File: src/rtl/loong_pkg.sv
// loong_pkg: shared types and constants for the LOONG round sequencer.
//   rctl_state_t   : round controller state encoding
//   RC_IDX_W       : width of the round index driven to the constant generator
//   NUM_ROUNDS_DEF : default number of rounds per block
package loong_pkg;

    localparam int unsigned RC_IDX_W       = 6;
    localparam int unsigned NUM_ROUNDS_DEF = 33;

    typedef enum logic [2:0] {
        IDLE     = 3'd0,
        SETTLE   = 3'd1,
        RC_WAIT  = 3'd2,
        FIRE     = 3'd3,
        ACK_WAIT = 3'd4,
        FINISH   = 3'd5
    } rctl_state_t;

endpackage

File: src/rtl/loong_round_ctrl_wdog.sv
// loong_wdog: acknowledge watchdog for the round controller.
//   clock   : system clock, rising edge
//   rst     : synchronous active-low reset (counter cleared to 0)
//   clear   : load the counter; asserted in the cycle round_go is high
//   en      : count down; asserted while waiting for round_ack
//   expired : high in the last waiting cycle, so the error is visible
//             exactly ACK_TIMEOUT cycles after the round_go cycle
// ACK_TIMEOUT must be at least 2.
module loong_wdog #(
    parameter int unsigned ACK_TIMEOUT = 15,
    parameter int unsigned W           = $clog2(ACK_TIMEOUT + 1)
) (
    input  logic clock,
    input  logic rst,
    input  logic clear,
    input  logic en,
    output logic expired
);

    // The round_go cycle itself is not spent in the wait, hence the -1.
    localparam logic [W-1:0] LOAD_VAL = W'(ACK_TIMEOUT - 1);

    logic [W-1:0] cnt_q;

    // Loadable saturating down-counter.
    always_ff @(posedge clock) begin
        if (!rst) begin
            cnt_q <= '0;
        end else if (clear) begin
            cnt_q <= LOAD_VAL;
        end else if (en && (cnt_q != '0)) begin
            cnt_q <= cnt_q - W'(1);
        end else begin
            cnt_q <= cnt_q;
        end
    end

    assign expired = en && (cnt_q <= W'(1));

endmodule

File: src/rtl/loong_round_ctrl.sv
// loong_round_ctrl: round sequencer for the LOONG cipher core.
// Steps round index j through 0..NUM_ROUNDS-1. For each round it waits out a
// settle window, waits for rc_done, pulses round_go and waits for round_ack,
// with a watchdog on the acknowledge.
// Ports:
//   clock      : system clock, rising edge
//   rst        : synchronous active-low reset
//   start      : level, sampled only in IDLE, begins a block
//   j          : round index to the constant generator
//   rc_done    : constant-valid from the generator
//   round_go   : one-cycle pulse executing one round
//   round_ack  : datapath round complete
//   last_round : j == NUM_ROUNDS-1 while busy
//   busy       : high outside IDLE
//   done       : one-cycle pulse on block completion
//   err        : sticky watchdog error, cleared by start or reset
//   abort      : (only with LOONG_ABORT_EN) abandons the block
// Optional feature macro: LOONG_ABORT_EN.
module loong_round_ctrl
    import loong_pkg::*;
#(
    parameter int unsigned NUM_ROUNDS  = NUM_ROUNDS_DEF,
    parameter int unsigned SETTLE_CYC  = 2,
    parameter int unsigned ACK_TIMEOUT = 15
) (
    input  logic                clock,
    input  logic                rst,
    input  logic                start,
    output logic [RC_IDX_W-1:0] j,
    input  logic                rc_done,
    output logic                round_go,
    input  logic                round_ack,
`ifdef LOONG_ABORT_EN
    input  logic                abort,
`endif
    output logic                last_round,
    output logic                busy,
    output logic                done,
    output logic                err
);

    localparam int unsigned          SET_W       = $clog2(SETTLE_CYC + 1);
    localparam int unsigned          WD_W        = $clog2(ACK_TIMEOUT + 1);
    localparam logic [SET_W-1:0]     SETTLE_LOAD = SET_W'(SETTLE_CYC - 1);
    localparam logic [RC_IDX_W-1:0]  LAST_J      = RC_IDX_W'(NUM_ROUNDS - 1);

    rctl_state_t         state_q, state_d;
    logic [RC_IDX_W-1:0] j_q, j_d;
    logic [SET_W-1:0]    settle_q, settle_d;
    logic                err_q, err_d;
    logic                round_go_q, done_q, busy_q, last_round_q;
    logic                wd_expired_s;

    loong_wdog #(
        .ACK_TIMEOUT (ACK_TIMEOUT),
        .W           (WD_W)
    ) u_wdog (
        .clock   (clock),
        .rst     (rst),
        .clear   (state_q == FIRE),
        .en      (state_q == ACK_WAIT),
        .expired (wd_expired_s)
    );

    // Next-state and datapath update decisions.
    always_comb begin
        state_d  = state_q;
        j_d      = j_q;
        settle_d = settle_q;
        err_d    = err_q;
        case (state_q)
            IDLE: begin
                if (start) begin
                    j_d      = '0;
                    err_d    = 1'b0;
                    settle_d = SETTLE_LOAD;
                    state_d  = SETTLE;
                end else begin
                    state_d = IDLE;
                end
            end
            SETTLE: begin
                // rc_done is deliberately not looked at here.
                if (settle_q == '0) begin
                    state_d = RC_WAIT;
                end else begin
                    settle_d = settle_q - SET_W'(1);
                end
            end
            RC_WAIT: begin
                if (rc_done) begin
                    state_d = FIRE;
                end else begin
                    state_d = RC_WAIT;
                end
            end
            FIRE: begin
                state_d = ACK_WAIT;
            end
            ACK_WAIT: begin
                // Ack is checked first so it beats a same-cycle expiry.
                if (round_ack) begin
                    if (j_q == LAST_J) begin
                        state_d = FINISH;
                    end else begin
                        j_d      = j_q + RC_IDX_W'(1);
                        settle_d = SETTLE_LOAD;
                        state_d  = SETTLE;
                    end
                end else if (wd_expired_s) begin
                    err_d   = 1'b1;
                    state_d = IDLE;
                end else begin
                    state_d = ACK_WAIT;
                end
            end
            FINISH: begin
                j_d     = '0;
                state_d = IDLE;
            end
            default: begin
                j_d     = '0;
                state_d = IDLE;
            end
        endcase
`ifdef LOONG_ABORT_EN
        // Abort overrides ack and watchdog; err keeps its current value.
        if (abort && (state_q != IDLE)) begin
            state_d  = IDLE;
            j_d      = '0;
            settle_d = '0;
            err_d    = err_q;
        end else begin
            state_d = state_d;
        end
`endif
    end

    // State register with registered handshake outputs derived from next state.
    always_ff @(posedge clock) begin
        if (!rst) begin
            state_q      <= IDLE;
            j_q          <= '0;
            settle_q     <= '0;
            err_q        <= 1'b0;
            round_go_q   <= 1'b0;
            done_q       <= 1'b0;
            busy_q       <= 1'b0;
            last_round_q <= 1'b0;
        end else begin
            state_q      <= state_d;
            j_q          <= j_d;
            settle_q     <= settle_d;
            err_q        <= err_d;
            round_go_q   <= (state_d == FIRE);
            done_q       <= (state_d == FINISH);
            busy_q       <= (state_d != IDLE);
            last_round_q <= (state_d != IDLE) && (j_d == LAST_J);
        end
    end

    assign j          = j_q;
    assign done       = done_q;
    assign busy       = busy_q;
    assign err        = err_q;
    assign last_round = last_round_q;
`ifdef LOONG_ABORT_EN
    // round_go is registered on entry to FIRE, so an abort arriving during
    // FIRE has to mask it on the way out.
    assign round_go   = round_go_q & ~abort;
`else
    assign round_go   = round_go_q;
`endif

endmodule

File: config.mk
export PLATFORM = sky130hd
export DESIGN_NAME = loong_round_ctrl
export DESIGN_NICKNAME = d
export VERILOG_FILES = /design/src/rtl/loong_pkg.sv /design/src/rtl/loong_round_ctrl_wdog.sv /design/src/rtl/loong_round_ctrl.sv
export SDC_FILE = /design/constraint.sdc
export NUM_CORES = 1
export LEC_CHECK = 0
export CORE_ASPECT_RATIO = 0.9
export CORE_MARGIN = 1
export CORE_UTILIZATION = 50
export CTS_CLUSTER_DIAMETER = 30
export DETAILED_ROUTE_END_ITERATION = 8
export GPL_TIMING_DRIVEN = 0
export PLACE_DENSITY = 0.74
export SLEW_MARGIN = 15
export SYNTH_ARGS = -nofsm -noshare
export SYNTH_HDL_FRONTEND = slang
export SYNTH_SLANG_ARGS = --single-unit
File: constraint.sdc
create_clock -name clock -period 2 [get_ports clock]
set_clock_uncertainty 0.1 [all_clocks]
set_input_delay 0.4 -clock clock [delete_from_list [all_inputs] [get_ports clock]]
set_output_delay 0.4 -clock clock [all_outputs]
set_load 0.005 [all_outputs]
* Yosys cells after proc, flatten, opt, wreduce, memory -nomap -nowiden
Index checks and enable logic that the tools add are counted.
** Storage, ports and cells
- Bits in registers :: 20
- Output and inout port bits :: 11
** Cells by class
- Reduce and logical (&&, ||, !) cells :: 14
- Bitwise operators :: 1
- Eq/ne operators :: 14
- Muxes and demuxes :: 22
- Add/subtract/negate cells :: 3
- Magnitude comparators :: 1
** Operators by type and width (number)
- 6-bit two-way mux :: 3
- 6-bit case mux with 3 select lines :: 1
- 3-bit case mux with 5 select lines :: 1
- 6-bit == test (second input constant) :: 2
- 3-bit two-way mux :: 4
- 2-bit inequality test (second input constant) :: 6
- 3-bit by 2-bit == test with 1-bit output (second input constant) :: 3
- 2-bit two-way mux :: 4
- 4-bit two-way mux :: 2
- 6-bit by 1-bit adder with 6-bit output (second input constant) :: 1
- 3-bit == test (second input constant) :: 2
- 2-bit case mux with 3 select lines :: 1
- 3-bit nonzero test :: 2
- 1-bit two-way mux :: 5
- 5-bit AND reduction :: 1
- 4-bit by 1-bit less-or-equal comparator with 1-bit output (second input constant) :: 1
- 4-bit AND reduction :: 1
- 2-bit nonzero test :: 2
- 4-bit nonzero test :: 1
- 4-bit by 1-bit subtractor with 4-bit output (second input constant) :: 1
- 3-bit by 1-bit == test with 1-bit output (second input constant) :: 1
- 1-bit logical AND :: 3
- 3-bit logical NOT :: 1
- 3-bit OR reduction :: 1
- 5 further kinds :: 5

* Logic depth before layout (Yosys ltp)
- Depth in word-level cells :: 7
- Gate-level depth with buffers :: 8
- Mapped depth without buffers :: 8

* By module
From an unflattened synthesis, not the netlist that was laid out.
** Unflattened totals
- Cell total of the unflattened synthesis :: 130
- Area total of the unflattened synthesis :: 1196.1 um^2
** Modules (own cells, without submodules)
- loong_round_ctrl :: instances 1, area each 933.4 um^2, cells each 101
- loong_wdog :: instances 1, area each 262.8 um^2, cells each 29

* Worst setup path after synthesis
Ideal clock, no wire load.
- Path type :: register to register
- From :: reg j_q[0] (netlist: j[0])
- To :: reg last_round_q (netlist: last_round)
- Cell stages (with the launch flop) :: 8
- Arrival :: 1565 ps
- Path buffers :: 0
- Required time :: 1842 ps
- Setup slack :: 277 ps
- Library setup time :: 58 ps
- Cell sequence :: dfxtp_1 -> inv_1 -> ha_1 -> a21bo_2 -> xnor2_1 -> o32ai_1 -> o41ai_1 -> o211a_1
** Between the ends
- Word-level cells in the longest chain between the ends :: 6
- Elaborated cells between the ends (all ways) :: 12
- Those cells by class :: add/sub (1); eq/ne (2); mux (7); reduce/logical (2)
** Ends and longest elaborated chain
- start, declared :: RTL line loong_round_ctrl.sv:48 : logic [RC_IDX_W-1:0] j_q, j_d;
- start signal, assigned :: RTL line loong_round_ctrl.sv:152 : j_q <= j_d;
- 6-bit by 1-bit adder with 6-bit output or 6-bit == test (tied branches) :: RTL line loong_round_ctrl.sv:106, loong_round_ctrl.sv:103
- 6-bit two-way mux or 3-bit two-way mux (tied branches) :: RTL line loong_round_ctrl.sv:103 : if (j_q == LAST_J) begin
- 6-bit two-way mux or 3-bit two-way mux (tied branches) :: RTL line loong_round_ctrl.sv:102 : if (round_ack) begin
- 6-bit case mux with 3 select lines or 3-bit case mux with 5 select lines (tied branches) :: RTL line loong_round_ctrl.sv:71 : case (state_q)
- 6-bit == test or 3-bit nonzero test (tied branches) :: RTL line loong_round_ctrl.sv:158 : last_round_q <= (state_d != IDLE) && (j_d == LAST_J);
- 1-bit logical AND (*) :: RTL line loong_round_ctrl.sv:158
- end signal, assigned :: RTL line loong_round_ctrl.sv:158
- end, declared :: RTL line loong_round_ctrl.sv:51 : logic round_go_q, done_q, busy_q, last_round_q;
Every way passes the cells marked *; elsewhere a longest branch is shown, timed or not.
A chain may end at the register's enable or synchronous reset.

* Worst setup path in the final report
Ends and elaborated chain as after synthesis.

==> impl_metrics.env <==
export IMPL_holdWs_ns=0.415
export IMPL_grt_total_usage_pct=23.4
export IMPL_worst_r2r_setup_slack_ns=0.07
export IMPL_wire_per_inst_um=14.2
export IMPL_synth_distinct_cells=42
export IMPL_overflow=0
export IMPL_critical_path_endpoint="last_round"
export IMPL_final_seq_area_um2=404
export IMPL_number_of_global_route_vias_before_repair=924
export IMPL_avgSynthCellArea_um2=8.47
export IMPL_route_detailed_drc=0
export IMPL_yosysTopAreaCellShare_pct=35.8
export IMPL_route_vias_total=1015
export IMPL_clock_sink_count=20
export IMPL_antenna_cells=0
export IMPL_die_width_um=51.9
export IMPL_place_congestion=0.872
export IMPL_synth_yosys_seq_area_share_pct=35.8
export IMPL_pin_count_of_the_biggest_net_entering_global_routing=12
export IMPL_startpoint="j[0]"
export IMPL_filler_cell_count=172
export IMPL_fin_setup_tns_ns=0
export IMPL_met2_usage_in_global_routing_pct=38.5
export IMPL_synth_area_um2=1120
export IMPL_synth_top_cell_by_area="sky130_fd_sc_hd__dfxtp_1"
export IMPL_finalWorstSetupSlack_ns=0.0678
export IMPL_vias_per_cell=5.77
export IMPL_crit_path_start_kind="flop"
export IMPL_hold_path_class="in -> reg"
export IMPL_grt_antenna_before_repair=0
export IMPL_synth_top_cells_by_count="20 x sky130_fd_sc_hd__dfxtp_1, 14 x sky130_fd_sc_hd__nand2_1, 11 x sky130_fd_sc_hd__nor2_1"
export IMPL_worst_slew_pin_slew_ns=0.502
export IMPL_dr_first_iter_drc_count=23
export IMPL_die_area_um2=2430
export IMPL_r2r_end="last_round"
export IMPL_irDropWorstVdd_v=0.000470
export IMPL_antenna_violating_nets_left=0
export IMPL_r2r_start="j[0]"
export IMPL_r2r_cells=7
export IMPL_final_min_clock_period_ns=1.93
export IMPL_remaining_max_slew_budget_at_the_tightest_pin_pct=66.4
export IMPL_netlist_instances=132
export IMPL_crit_path_max_incr_delay_ns=0.41
export IMPL_period_share_pct=96.6
export IMPL_boundaryPins=16
export IMPL_grt_util_met1_pct=30.0
export IMPL_synthFlopType="sky130_fd_sc_hd__dfxtp_1"
export IMPL_ys_warn_count=0
export IMPL_timing_critical_path_arrival_ns=2.09
export IMPL_place_hpwl_um=1840
export IMPL_cts_tree="yes"
export IMPL_post_synth_net_total=143
export IMPL_finalNetCount=163
export IMPL_cellPowerDensity_nw_per_um2=604
export IMPL_slew_violations=0
export IMPL_area_occupied_by_multi_input_gates_um2=716
export IMPL_required_worst_endpoint_ns=2.15
export IMPL_grt_busiest_layer="met2"
export IMPL_run_status="finished, final reports clean"
export IMPL_post_synth_edffs=0
export IMPL_grt_setup_unrepaired="false"
export IMPL_cts_made_buffers=3
export IMPL_number_of_hold_repair_buffers_added_at_the_cts_stage=0
export IMPL_drive_above_1_share_pct=15.2
export IMPL_crit_path_cell_trace="inv_1 -> ha_1 -> a21bo_2 -> xnor2_1 -> o32ai_1 -> o41ai_2 -> o211a_1"
export IMPL_worst_skew_pair_late_latency_ns=0.31
export IMPL_maxCapViolCount=0
export IMPL_initial_utilization_pct=55.7
export IMPL_dp_worst_setup_slack_ns=-0.369
export IMPL_biggest_area_contributors_in_the_synthesized_netlist="sky130_fd_sc_hd__dfxtp_1 36%, sky130_fd_sc_hd__ha_1 6.7%, sky130_fd_sc_hd__nand2_1 4.7%"
export IMPL_flip_flop_and_latch_count_after_synthesis=20
export IMPL_postCtsSetupBuffers=0
export IMPL_clock_tree_root_buffer_cell="sky130_fd_sc_hd__clkbuf_4"
export IMPL_fin_util_pct=69.4
export IMPL_critical_path_endpoint_type="flop"
export IMPL_cp_max_fo=4
export IMPL_static_leakage_power_nw=0.563
export IMPL_ctsLongestPathBuffers=2
export IMPL_fp_dieH_um=46.9
export IMPL_detailedRoute_firstPassIterationCount=4
export IMPL_wl_um=2500
export IMPL_achievable_frequency_mhz=518
export IMPL_clkSlewWorstSetupHoldPaths_ns=0.11
export IMPL_yosysMostFrequentCell="sky130_fd_sc_hd__dfxtp_1"
export IMPL_grt_util_met3_pct=6.80
export IMPL_port_buffers=15
export IMPL_timing_final_setup_violations=0
export IMPL_timing_hold_violations_final=0
export IMPL_postSynth_asyncResetShare_pct=0
export IMPL_post_layout_total_power_uw=842
export IMPL_layout_area_overhead_vs_synth_pct=24.6
export IMPL_path_class="reg -> reg"
export IMPL_critical_path_slowest_cell="sky130_fd_sc_hd__o41ai_2"
export IMPL_cts_htree_levels=1
export IMPL_row_count=15
export IMPL_floorplan_core_area_um2=2010
export IMPL_grt_pass1_wl_um=4060
[flip-flops by register name, indices dropped and copies added (netlist names)]
name / cells
done: 1
j: 6
last_round: 1
err: 1
settle_q: 2
u_wdog.cnt_q: 4
state_q: 3
busy: 1
round_go: 1
[per-layer routing]
layer	up-vias	part of all wire (%)	wire, µm
met1	472	46	1150
met4	0	2.2	55
met3	8	5.0	124
met5	-	0	0
met2	32	47	1170
li1	503	-	-
[kinds of logic (layout without fill, tap and decap cells)]
logic type      after synthesis  count (layout)  share of synthesized area, %
buf+inv                      12              31                          4.59
xor+xnor                      4               4                          3.13
simple gates                 55              55                          27.2
compound gates               34              34                          21.7
mux                           1               1                         0.895
fa+ha+maj                     6               6                          6.71
flops                        20              20                          35.8
[power breakdown]
group	internal [mW]	switching (mW)	total [mW]	leakage, nW
Clock	0.111	0.121	0.232	0.0210
Combinational	0.0812	0.0967	0.178	0.378
Sequential	0.419	0.0129	0.432	0.164
Total	0.611	0.231	0.842	0.563
[cell type report]
type                    count  share of cell area, %
repair buffers             15                   11.1
plain buffers               4                   1.53
clock buffers               4                   2.60
inverters                   8                   2.15
multi-input cells         100                   51.3
well taps                  25                   2.24
flip-flops and latches     20                   29.0
[placed cells by master, fill, tap and decap left out, drive strengths merged, types with 3 or more instances in the layout]
cell,synthesis,layout
nand3,3,3
o21ai,5,5
ha,6,6
and2,3,3
nor2,11,11
and3,4,4
buf,3,3
a21oi,9,9
nor3b,3,3
nor3,3,3
dfxtp,20,20
inv,8,8
nand2,14,14
nor2b,8,8
a21boi,3,3
clkbuf,1,5
clkdlybuf4s50,0,13
[worst min path at each step]
stage / slack [ns] / cells past startpoint / to / from
final: 0.42 / 4 / err / start
after global routing: 0.43 / 4 / err / start
after CTS: 0.44 / 2 / settle_q[1] / settle_q[1]
after detailed placement: 0.41 / 1 / settle_q[0] / settle_q[0]
after global placement: 0.40 / 2 / settle_q[1] / settle_q[1]
after floorplan: 0.38 / 2 / settle_q[1] / settle_q[1]
[worst max-delay path: cells and delay by family, from the launching register on]
kind,cells,cell delay [ns]
AOI/OAI and AO/OA,4,0.96
DFF,1,0.36
adders and majority gates,1,0.22
xor gates and xnor gates,1,0.14
buffers and inverters,1,0.08
[stage by stage]
stage	cells	instance area, µm²
6_report	176	1390
3_3_place_gp	172	1300
3_5_place_dp	172	1300
2_1_floorplan	132	1120
4_1_cts	176	1350
5_1_grt	176	1390
[timing repair]
item	4_1_cts	5_1_grt
pin swaps	0	2
endpoints found under the setup margin	1	1
gates cloned	0	0
resized for setup	2	11
(Power assumes the default switching activity.)
